==> config.mk <==
export PLATFORM = sky130hd
export DESIGN_NAME = rename_stage_flat
export DESIGN_NICKNAME = d
export VERILOG_FILES = /design/src/rtl/rename_stage_pkg.sv /design/src/rtl/rename_stage_if.sv /design/src/rtl/rename_stage_free_list.sv /design/src/rtl/rename_stage.sv /design/src/flat_wrapper.sv
export SDC_FILE = /design/constraint.sdc
export NUM_CORES = 2
export LEC_CHECK = 0
export BUFFER_PORTS_ARGS = -buffer_cell sky130_fd_sc_hd__buf_2
export CELL_PAD_IN_SITES_DETAIL_PLACEMENT = 1
export CELL_PAD_IN_SITES_GLOBAL_PLACEMENT = 1
export CORE_MARGIN = 5
export CORE_UTILIZATION = 50
export CTS_BUF_LIST = sky130_fd_sc_hd__clkbuf_16
export DETAILED_ROUTE_END_ITERATION = 12
export HOLD_SLACK_MARGIN = 0.05
export PLACE_DENSITY_LB_ADDON = 0.3
export SLEW_MARGIN = 0
export SYNTH_ARGS = -nofsm -noshare
export SYNTH_HDL_FRONTEND = slang
export SYNTH_SLANG_ARGS = --single-unit
==> constraint.sdc <==
create_clock -name clk -period 9.2 [get_ports clk]
set_input_delay 1.38 -clock clk [delete_from_list [all_inputs] [get_ports clk]]
set_output_delay 1.38 -clock clk [all_outputs]
set_load 0.01 [all_outputs]
==> src/rtl/rename_stage_pkg.sv <==
// Shared types and sizing for the register-rename stage: register widths,
// the decoded/renamed instruction records and the free-list index helper.
package rename_stage_pkg;

  localparam int NUM_AREGS  = 32;
  localparam int NUM_PREGS  = 128;
  localparam int AW         = $clog2(NUM_AREGS);
  localparam int PW         = $clog2(NUM_PREGS);
  localparam int FREE_DEPTH = NUM_PREGS - NUM_AREGS;
  localparam int FW         = $clog2(FREE_DEPTH);
  localparam int CW         = $clog2(FREE_DEPTH + 1);

  typedef logic [AW-1:0] areg_t;
  typedef logic [PW-1:0] preg_t;

  typedef enum logic [3:0] {
    ADD_I,
    ADD,
    SUB,
    AND_I,
    OR_I,
    XOR_I,
    SLL,
    SRL,
    LOAD,
    STORE,
    BRANCH,
    JAL
  } opcode_e;

  typedef struct packed {
    areg_t       rd;
    areg_t       rs1;
    areg_t       rs2;
    logic        wr_reg;
    opcode_e     op;
    logic [31:0] imm;
    logic [3:0]  flags;
  } decoded_instr_t;

  typedef struct packed {
    decoded_instr_t instr;
    preg_t          prs1;
    preg_t          prs2;
    preg_t          prd;
    preg_t          old_prd;
  } decoded_rr_instr_t;

  // Circular index advance; the free list is not a power-of-two deep.
  function automatic logic [FW-1:0] fl_next(input logic [FW-1:0] idx);
    return (idx == FW'(FREE_DEPTH - 1)) ? '0 : idx + FW'(1);
  endfunction

endpackage

==> src/rtl/rename_stage_if.sv <==
// Decode-to-dispatch bundle around the rename stage, plus commit free-return
// and the free-list status/occupancy seen by the neighbouring stages.
interface rename_stage_if;
  import rename_stage_pkg::*;

  // Handshake: an instruction on decoded_dd transfers at a rising edge where
  // valid_i=1, stall=0 and rename_stall_o=0; otherwise the upstream must hold it.
  // The renamed result appears on decoded_rr with rr_valid_o one cycle later.
  logic              stall;
  logic              valid_i;
  decoded_instr_t    decoded_dd;
  logic              free_w_en;
  preg_t             free_preg_i;
  areg_t             bypass_dst_i;
  preg_t             bypass_alias_i;

  decoded_rr_instr_t decoded_rr;
  logic              rr_valid_o;
  areg_t             bypass_dst_o;
  preg_t             bypass_alias_o;
  logic              rename_stall_o;
  logic              full;
  logic              empty;
  logic [CW-1:0]     free_count;

  modport master (
    output stall,
    output valid_i,
    output decoded_dd,
    output free_w_en,
    output free_preg_i,
    output bypass_dst_i,
    output bypass_alias_i,
    input  decoded_rr,
    input  rr_valid_o,
    input  bypass_dst_o,
    input  bypass_alias_o,
    input  rename_stall_o,
    input  full,
    input  empty,
    input  free_count
  );

  modport slave (
    input  stall,
    input  valid_i,
    input  decoded_dd,
    input  free_w_en,
    input  free_preg_i,
    input  bypass_dst_i,
    input  bypass_alias_i,
    output decoded_rr,
    output rr_valid_o,
    output bypass_dst_o,
    output bypass_alias_o,
    output rename_stall_o,
    output full,
    output empty,
    output free_count
  );

endinterface

==> src/rtl/rename_stage_free_list.sv <==
// Circular FIFO of free physical registers. Comes out of reset holding every
// preg above the architectural range, in ascending order.
module preg_free_list
  import rename_stage_pkg::*;
(
  input  logic          clk,
  input  logic          rst,
  input  logic          w_en,
  input  logic          r_en,
  input  preg_t         preg_in,
  output preg_t         preg_out,
  output logic          full,
  output logic          empty,
  output logic [CW-1:0] count
);

  preg_t         mem_q [FREE_DEPTH];
  preg_t         mem_d [FREE_DEPTH];
  logic [FW-1:0] head_q;
  logic [FW-1:0] head_d;
  logic [FW-1:0] tail_q;
  logic [FW-1:0] tail_d;
  logic [CW-1:0] count_q;
  logic [CW-1:0] count_d;
  logic          do_push;
  logic          do_pop;

  assign full     = (count_q == CW'(FREE_DEPTH));
  assign empty    = (count_q == '0);
  assign count    = count_q;
  assign preg_out = mem_q[head_q];

  // preg 0 is the hardwired zero register and must never re-enter circulation.
  assign do_push = w_en & ~full & (preg_in != '0);
  assign do_pop  = r_en & ~empty;

  always_comb begin
    mem_d   = mem_q;
    head_d  = head_q;
    tail_d  = tail_q;
    count_d = count_q;
    if (do_push) begin
      mem_d[tail_q] = preg_in;
      tail_d        = fl_next(tail_q);
    end
    if (do_pop) begin
      head_d = fl_next(head_q);
    end
    if (do_push && !do_pop) begin
      count_d = count_q + CW'(1);
    end else if (!do_push && do_pop) begin
      count_d = count_q - CW'(1);
    end
  end

  always_ff @(posedge clk) begin
    if (rst) begin
      for (int i = 0; i < FREE_DEPTH; i++) begin
        mem_q[i] <= PW'(NUM_AREGS + i);
      end
      head_q  <= '0;
      tail_q  <= '0;
      count_q <= CW'(FREE_DEPTH);
    end else begin
      mem_q   <= mem_d;
      head_q  <= head_d;
      tail_q  <= tail_d;
      count_q <= count_d;
    end
  end

endmodule

==> src/rtl/rename_stage.sv <==
// Register-rename stage: RAT lookup of sources, destination allocation from
// the free list, and the registered rename-to-dispatch pipeline slot.
module rename_stage
  import rename_stage_pkg::*;
(
  input  logic         clk,
  input  logic         rst,
  rename_stage_if.slave io
);

  preg_t             rat_q [NUM_AREGS];
  preg_t             rat_d [NUM_AREGS];
  decoded_rr_instr_t rr_q;
  decoded_rr_instr_t rr_d;
  logic              rr_valid_q;
  logic              rr_valid_d;
  areg_t             byp_dst_q;
  areg_t             byp_dst_d;
  preg_t             byp_alias_q;
  preg_t             byp_alias_d;

  logic              needs_alloc;
  logic              rename_stall;
  logic              accept;
  logic              fl_pop;
  logic              fl_full;
  logic              fl_empty;
  logic [CW-1:0]     fl_count;
  preg_t             fl_head;
  preg_t             prs1;
  preg_t             prs2;
  preg_t             prd;
  preg_t             old_prd;

  // The bypass covers a mapping produced elsewhere that the RAT has not yet seen.
  function automatic preg_t src_lookup(input areg_t a, input areg_t bdst,
                                       input preg_t balias, input preg_t map);
    if (a == '0) begin
      return '0;
    end else if (bdst != '0 && bdst == a) begin
      return balias;
    end
    return map;
  endfunction

  preg_free_list u_free_list (
    .clk      (clk),
    .rst      (rst),
    .w_en     (io.free_w_en),
    .r_en     (fl_pop),
    .preg_in  (io.free_preg_i),
    .preg_out (fl_head),
    .full     (fl_full),
    .empty    (fl_empty),
    .count    (fl_count)
  );

  assign needs_alloc  = io.valid_i & io.decoded_dd.wr_reg & (io.decoded_dd.rd != '0);
  // Uses the pre-edge empty flag: a preg freed this cycle is usable next cycle.
  assign rename_stall = io.valid_i & needs_alloc & fl_empty;
  assign accept       = io.valid_i & ~io.stall & ~rename_stall;
  assign fl_pop       = accept & needs_alloc;

  assign prs1    = src_lookup(io.decoded_dd.rs1, io.bypass_dst_i, io.bypass_alias_i,
                              rat_q[io.decoded_dd.rs1]);
  assign prs2    = src_lookup(io.decoded_dd.rs2, io.bypass_dst_i, io.bypass_alias_i,
                              rat_q[io.decoded_dd.rs2]);
  assign prd     = needs_alloc ? fl_head : '0;
  assign old_prd = (io.decoded_dd.rd == '0) ? '0 : rat_q[io.decoded_dd.rd];

  always_comb begin
    rat_d       = rat_q;
    rr_d        = rr_q;
    rr_valid_d  = rr_valid_q;
    byp_dst_d   = byp_dst_q;
    byp_alias_d = byp_alias_q;
    if (fl_pop) begin
      rat_d[io.decoded_dd.rd] = fl_head;
    end
    if (accept) begin
      rr_d.instr   = io.decoded_dd;
      rr_d.prs1    = prs1;
      rr_d.prs2    = prs2;
      rr_d.prd     = prd;
      rr_d.old_prd = old_prd;
      rr_valid_d   = 1'b1;
      if (needs_alloc) begin
        byp_dst_d   = io.decoded_dd.rd;
        byp_alias_d = prd;
      end else begin
        byp_dst_d   = '0;
      end
    end else if (!io.stall) begin
      rr_valid_d = 1'b0;
    end
  end

  always_ff @(posedge clk) begin
    if (rst) begin
      for (int i = 0; i < NUM_AREGS; i++) begin
        rat_q[i] <= PW'(i);
      end
      rr_q        <= '0;
      rr_valid_q  <= 1'b0;
      byp_dst_q   <= '0;
      byp_alias_q <= '0;
    end else begin
      rat_q       <= rat_d;
      rr_q        <= rr_d;
      rr_valid_q  <= rr_valid_d;
      byp_dst_q   <= byp_dst_d;
      byp_alias_q <= byp_alias_d;
    end
  end

  assign io.decoded_rr     = rr_q;
  assign io.rr_valid_o     = rr_valid_q;
  assign io.bypass_dst_o   = byp_dst_q;
  assign io.bypass_alias_o = byp_alias_q;
  assign io.rename_stall_o = rename_stall;
  assign io.full           = fl_full;
  assign io.empty          = fl_empty;
  assign io.free_count     = fl_count;

endmodule

==> src/flat_wrapper.sv <==
// flat-port wrapper written by rule: the top's interface ports become plain ports
module rename_stage_flat import rename_stage_pkg::*;
  (clk, rst, io_stall, io_valid_i, io_decoded_dd, io_free_w_en, io_free_preg_i, io_bypass_dst_i, io_bypass_alias_i, io_decoded_rr, io_rr_valid_o, io_bypass_dst_o, io_bypass_alias_o, io_rename_stall_o, io_full, io_empty, io_free_count);
  rename_stage_if io_i ();
  input  logic clk;
  input  logic rst;
  input wire logic [$bits(io_i.stall)-1:0] io_stall;
  input wire logic [$bits(io_i.valid_i)-1:0] io_valid_i;
  input wire logic [$bits(io_i.decoded_dd)-1:0] io_decoded_dd;
  input wire logic [$bits(io_i.free_w_en)-1:0] io_free_w_en;
  input wire logic [$bits(io_i.free_preg_i)-1:0] io_free_preg_i;
  input wire logic [$bits(io_i.bypass_dst_i)-1:0] io_bypass_dst_i;
  input wire logic [$bits(io_i.bypass_alias_i)-1:0] io_bypass_alias_i;
  output wire logic [$bits(io_i.decoded_rr)-1:0] io_decoded_rr;
  output wire logic [$bits(io_i.rr_valid_o)-1:0] io_rr_valid_o;
  output wire logic [$bits(io_i.bypass_dst_o)-1:0] io_bypass_dst_o;
  output wire logic [$bits(io_i.bypass_alias_o)-1:0] io_bypass_alias_o;
  output wire logic [$bits(io_i.rename_stall_o)-1:0] io_rename_stall_o;
  output wire logic [$bits(io_i.full)-1:0] io_full;
  output wire logic [$bits(io_i.empty)-1:0] io_empty;
  output wire logic [$bits(io_i.free_count)-1:0] io_free_count;
  assign io_i.stall = io_stall;
  assign io_i.valid_i = io_valid_i;
  assign io_i.decoded_dd = io_decoded_dd;
  assign io_i.free_w_en = io_free_w_en;
  assign io_i.free_preg_i = io_free_preg_i;
  assign io_i.bypass_dst_i = io_bypass_dst_i;
  assign io_i.bypass_alias_i = io_bypass_alias_i;
  assign io_decoded_rr = io_i.decoded_rr;
  assign io_rr_valid_o = io_i.rr_valid_o;
  assign io_bypass_dst_o = io_i.bypass_dst_o;
  assign io_bypass_alias_o = io_i.bypass_alias_o;
  assign io_rename_stall_o = io_i.rename_stall_o;
  assign io_full = io_i.full;
  assign io_empty = io_i.empty;
  assign io_free_count = io_i.free_count;
  rename_stage u_core (.clk(clk), .rst(rst), .io(io_i));
endmodule
After elaboration in Yosys (flattened, before gate mapping)
Cells that the tools add are included.

Bits in registers: 1014. Bits of input ports: 80. Logic and storage cells: 235.

$lt $le $gt $ge: 7. Bitwise gates (word level): 19. $add $sub $neg: 4. Reduce and logical (&&, ||, !) cells: 17. Multiplexer cells: 37. Equal/unequal tests: 6.

Operator list (count): bitwise mux 672 bit (1); bitwise mux 224 bit (1); 2-to-1 mux 7 bit (22); binary-select mux 7 bit (select 5 bit) (3); binary-select mux 7 bit (select 7 bit) (1); demux 7 bit (select 7 bit) (1); demux 7 bit (select 5 bit) (1); adder 7 x 1 -> 7 bit, second input constant (3); == test 7 bit, second input constant (3); greater-or-equal comparator 6 bit, second input constant (3); NOT 5 -> 6 bit (3); greater-or-equal comparator 8 bit, second input constant (2); NOT 7 -> 8 bit (2); logical NOT 5 bit (3); AND 1 bit (10); == test 5 bit (2); nonzero test 5 bit (2); < comparator 8 x 1 -> 1 bit, second input constant (1); logical NOT 7 bit (1); nonzero test 7 bit (1); subtractor 7 x 1 -> 7 bit, second input constant (1); logical AND 1 bit (6); < comparator 6 x 1 -> 1 bit, second input constant (1); 2-to-1 mux 1 bit (6); 6 further kinds (10).

Depth between registers and ports, before layout
Word-level depth: 11. Mapped depth: 18.

Modules after synthesis
Synthesis repeated with hierarchy kept, for this count alone.

Cell total of the unflattened synthesis: 5210. Area, all modules: 48614.1 sq um.

By module, submodules not included: preg_free_list (area each 31445.2 sq um, instances 1, seq. area each 13873.3 sq um, cells each 3424); rename_stage (area each 17169.0 sq um, instances 1, seq. area each 6426.2 sq um, cells each 1786).

Worst setup path before layout
Ideal clock, no wire load.

Kind: input port to flip-flop. Start: in io_decoded_dd[51]. End: reg u_core.u_free_list.count_q[6], in the netlist u_core.u_free_list.count[6]. Stages on the path: 18. Arrival: 4503 ps. Slack: 4625 ps. Required time: 9128 ps. Path buffers: 4. Cell sequence: buf_2 or2_2 buf_6 o21ai_1 nor3_2 inv_2 buf_2 buf_2 ha_1 inv_1 ha_1 nor2b_1 o21ai_0 nand2b_1 a21o_1 a21oi_1 mux2i_1 mux2i_1.

Cells in the longest elaborated chain, start to end: 11. Elaborated cells on any way between the ends: 13.

Ends and longest elaborated chain: start, declared (RTL line flat_wrapper.sv:9) `input wire logic [$bits(io_i.decoded_dd)-1:0] io_decoded_dd;`; nonzero test 5 bit (*) (RTL line rename_stage.sv:58) `assign needs_alloc = io.valid_i & io.decoded_dd.wr_reg & (io.decoded_dd.rd != '0);`; AND 1 bit (*) (RTL line rename_stage.sv:58); AND 1 bit (2 in a row) (RTL line rename_stage.sv:60) `assign rename_stall = io.valid_i & needs_alloc & fl_empty;`; NOT 1 bit (RTL line rename_stage.sv:61) `assign accept = io.valid_i & ~io.stall & ~rename_stall;`; AND 1 bit (RTL line rename_stage.sv:61); AND 1 bit (*) (RTL line rename_stage.sv:62) `assign fl_pop = accept & needs_alloc;`; AND 1 bit (*) (RTL line rename_stage_free_list.sv:35) `assign do_pop = r_en & ~empty;`; logical NOT 1 bit (RTL line rename_stage_free_list.sv:49) `if (do_push && !do_pop) begin`; logical AND 1 bit (RTL line rename_stage_free_list.sv:49); 2-to-1 mux 7 bit or nonzero test 2 bit (tied branches); end signal, assigned (RTL line rename_stage_free_list.sv:63) `count_q <= CW'(FREE_DEPTH);`; end signal, assigned (RTL line rename_stage_free_list.sv:68) `count_q <= count_d;`; end, declared (RTL line rename_stage_free_list.sv:23) `logic [CW-1:0] count_q;`.

Mark *: on every way between the ends. The rest lies on a longest branch, timed or not. A chain may end at the register's enable or synchronous reset.

Final worst setup path
Start: reg u_core.u_free_list.head_q[0]. End: reg u_core.rat_q[31] in the netlist's numbering.

Cells in the longest elaborated chain, start to end: 5.

Ends and longest elaborated chain: start, declared (RTL line rename_stage_free_list.sv:19) `logic [FW-1:0] head_q;`; start signal, assigned (RTL line rename_stage_free_list.sv:61) `head_q <= '0;`; start signal, assigned (RTL line rename_stage_free_list.sv:66) `head_q <= head_d;`; NOT 7 -> 8 bit (not written as such) (RTL line rename_stage_free_list.sv:31) `assign preg_out = mem_q[head_q];`; binary-select mux 7 bit (select 7 bit) (RTL line rename_stage_free_list.sv:31); 2-to-1 mux 7 bit (not written as such) (2 in a row) (RTL line rename_stage_free_list.sv:31); bitwise mux 224 bit (RTL line rename_stage.sv:78) `rat_d[io.decoded_dd.rd] = fl_head;`; end signal, assigned by index (RTL line rename_stage.sv:101) `rat_q[i] <= PW'(i);`; end signal, assigned (RTL line rename_stage.sv:108) `rat_q <= rat_d;`; end, declared (RTL line rename_stage.sv:11) `preg_t rat_q [NUM_AREGS];`.

No other way between the ends. The select of a mux whose other input is x is not followed.

==> reports/qor.yml <==
skew_ns: 0.0192
cts_tree: "done"
hp-class: "flip-flop to flip-flop"
synth_top_area_cell: "dfxtp_1"
drive_gt1_share_pct: 17.2
clockPowerShare_pct: 42.5
synth.avg_cell_area_um2: 9.77
clock_latency_ns: 0.70
top_usage_layer: "met2"
placed_area_um2: 48900
antenna_cells: 0
switchingPower_mw: 2.81
overflow: 0
use_met2_pct: 51.8
synth_common_cells: "1014 x dfxtp_1, 837 x nand2_1, 513 x nor2_1"
dieArea_um2: 102000
grt_usage_pct: 30.5
grt_antenna_before_repair: 0
vias: 39400
relSlewSlack_pct: 14.4
dp.cells: 5974
p_sw_share_pct: 28.1
synth.most_common_cell: "dfxtp_1"
critical-path-top-delay-family: "buffers and inverters"
ir_worst_vdd_mv: 0.140
synth.top_cell.area_share_pct: 42.5
ios: 187
crit_buf_inv: 3
synth_edf_count: 0
route.detailed.drc: 0
coreArea_um2: 95000
critPathLaunchType: "flip-flop"
die_w_um: 319
p_int_mw: 7.18
ys.flop_type: "dfxtp_1"
syn_nets: 4985
critPathMaxFanout: 34
ctsResizeCount: 0
clk_pin_slew_ns: 0.06
fmax_mhz: 211
cellLeakagePower_nw: 20.8
yosys.cell_types.count: 71
finalInstanceArea_um2: 52200
cts_buffer_depth: 3
ys_top_cells_by_area: "dfxtp_1 42%, mux4_2 16%, mux2i_1 8.4%, nand2_1 6.6%, nand3_1 4.6%"
vias_per_cell: 6.38
cts.sinks: 1014
die_height_um: 319
grt.met3_usage_pct: 4.64
setup_violations: 0
crit_chain: "buf_4 -> buf_4 -> nor2_1 -> a221oi_2 -> o21ai_1 -> a32oi_2 -> buf_4 -> and2_1 -> a21o_1 -> nand2_1"
wirelength_mm: 161
tightest_slew_ns: 1.28
grt_setup_unrepaired: "no"
nets: 4910
wl_per_cell_um: 26.1
h-tree-depth: 3
whs_ns: 0.450
seqPwrFrac_pct: 45.2
cts_root_buf: "clkbuf_16"
yosys_warnings: 0
cp_common_cell: "buf_4"
grt_pass1_wl_mm: 247
area_growth_pct: 9.26
hpwl_mm: 101
use_met1_pct: 38.4
slowest_delay_ns: 1.02
yosysSeqAreaShare_pct: 42.5
drt-initial-drc-count: 3605
finalPower_mw: 9.99
cp.required_ns: 9.73
crit_arrival_ns: 5.26
numCtsBuffers: 109
rows: 113
post_cts_buffers: 0
final_max_slew_viol_count: 0
dr.pass1.iters: 5
critPathCaptureType: "flip-flop"
combPwrFrac_pct: 12.3
async_flop_share_pct: 0
initial_core_util_pct: 50.3
fillers: 10600
multiInputGateArea_um2: 25400
ys_seq_elements: 1014
path_class: "flip-flop to flip-flop"
setup_tns_ns: 0
powerDensity_nw_per_um2: 191
drv_cap: 0
min_period_ns: 4.73
status: "finished, final reports clean"
first_global_vias: 40600
finalHoldViolCount: 0
grt_max_degree: 204
layoutNonFillerInstCount: 6172
place_congestion: 0.903
finalCritPeriodShare_pct: 51.4
regArea_um2: 20300
cts_hold_buf: 0
netlist_area_um2: 47800
drtAntennaViolNets: 0
netlist_instances: 4895
port_buffers: 186
cpMaxStageDelayCell: "and2_1"
final cells by class:
cell class | instances | area share [%]
clock inverter | 86 | 1.10
multi-input combinational | 3431 | 48.7
sequential | 1014 | 38.9
clock buffer | 112 | 5.36
timing repair buffer | 251 | 2.87
inverter | 13 | 0.108
tap | 1265 | 3.03
layer usage:
layer	vias to the layer above	routed length [µm]
met2	1546	78500
li1	17400	-
met4	0	8810
met3	467	9910
met1	20000	64100
met5	-	0
cells by family (layout without fill, tap and decap cells):
group | Yosys count | after routing | synth area share [%]
adders and majority gates | 10 | 10 | 0.277
xor gates and xnor gates | 21 | 21 | 0.385
AOI/OAI and AO/OA | 590 | 590 | 8.28
DFF | 1014 | 1014 | 42.5
and+or+nand+nor | 2053 | 2053 | 18.8
buffers and inverters | 450 | 462 | 4.55
muxes | 757 | 757 | 25.2
path summary, 6_finish.rpt:
check | slack [ns] | depth (start not counted) | end | startpoint
setup / recovery | 4.47 | 10 | u_core.rat_q[31] | u_core.u_free_list.head_q[0]
hold / removal | 0.45 | 2 | u_core.io.decoded_rr[71] | u_core.io.decoded_rr[71]
setup reg to reg | 4.47 | 10 | u_core.rat_q[31] | u_core.u_free_list.head_q[0]
hold reg to reg | 0.45 | 2 | u_core.io.decoded_rr[71] | u_core.io.decoded_rr[71]
worst min-delay path, cell delays in order, from the launching register on:
cell,delay (ns)
dfxtp_1,0.30
nand2_1,0.05
a21oi_1,0.05
cells in the final DEF (no fill, tap or decap), drive strengths merged, types with 6 or more instances in the layout:
master,instances
and3,7
a221oi,13
clkbuf,112
nand2,837
nor2b,41
nand4,15
nor4,9
bufinv,7
or3,8
nand3,449
mux4,354
clkinv,53
a2111oi,16
o21ai,49
a41oi,14
a22o,10
nand2b,14
a22oi,55
nor2,529
xnor2,13
nand3b,8
dfxtp,1014
a211oi,66
nor3,105
mux2i,403
or2,7
o211ai,103
a21oi,237
o22ai,6
xor2,8
and2,8
inv,36
ha,9
buf,251
power groups by stage:
stage                     clock [mW]  sequential, mW  combinational, mW
after CTS                       4.30            4.51               1.22
after floorplan                    0            4.60              0.817
after global placement             0            4.61               1.19
after global routing            4.49            4.52               1.30
final                           4.24            4.51               1.23
after detailed placement           0            4.61               1.22
state kept, by name, summed over array words and instances (netlist names):
name,count
u_core.io.bypass_dst_o,5
u_core.u_free_list.mem_q,672
u_core.io.decoded_rr,84
u_core.u_free_list.tail_q,7
u_core.io.rr_valid_o,1
u_core.u_free_list.count,7
u_core.rat_q,224
u_core.u_free_list.head_q,7
u_core.io.bypass_alias_o,7
stage by stage:
stage          utilization, %  worst slack, ns
3_3_place_gp             51.4             4.09
2_1_floorplan               -             4.63
3_5_place_dp             51.4             4.00
4_1_cts                  55.0             4.53
6_report                 55.0             4.47
5_1_grt                  55.0             4.32
(Power assumes the default switching activity.)
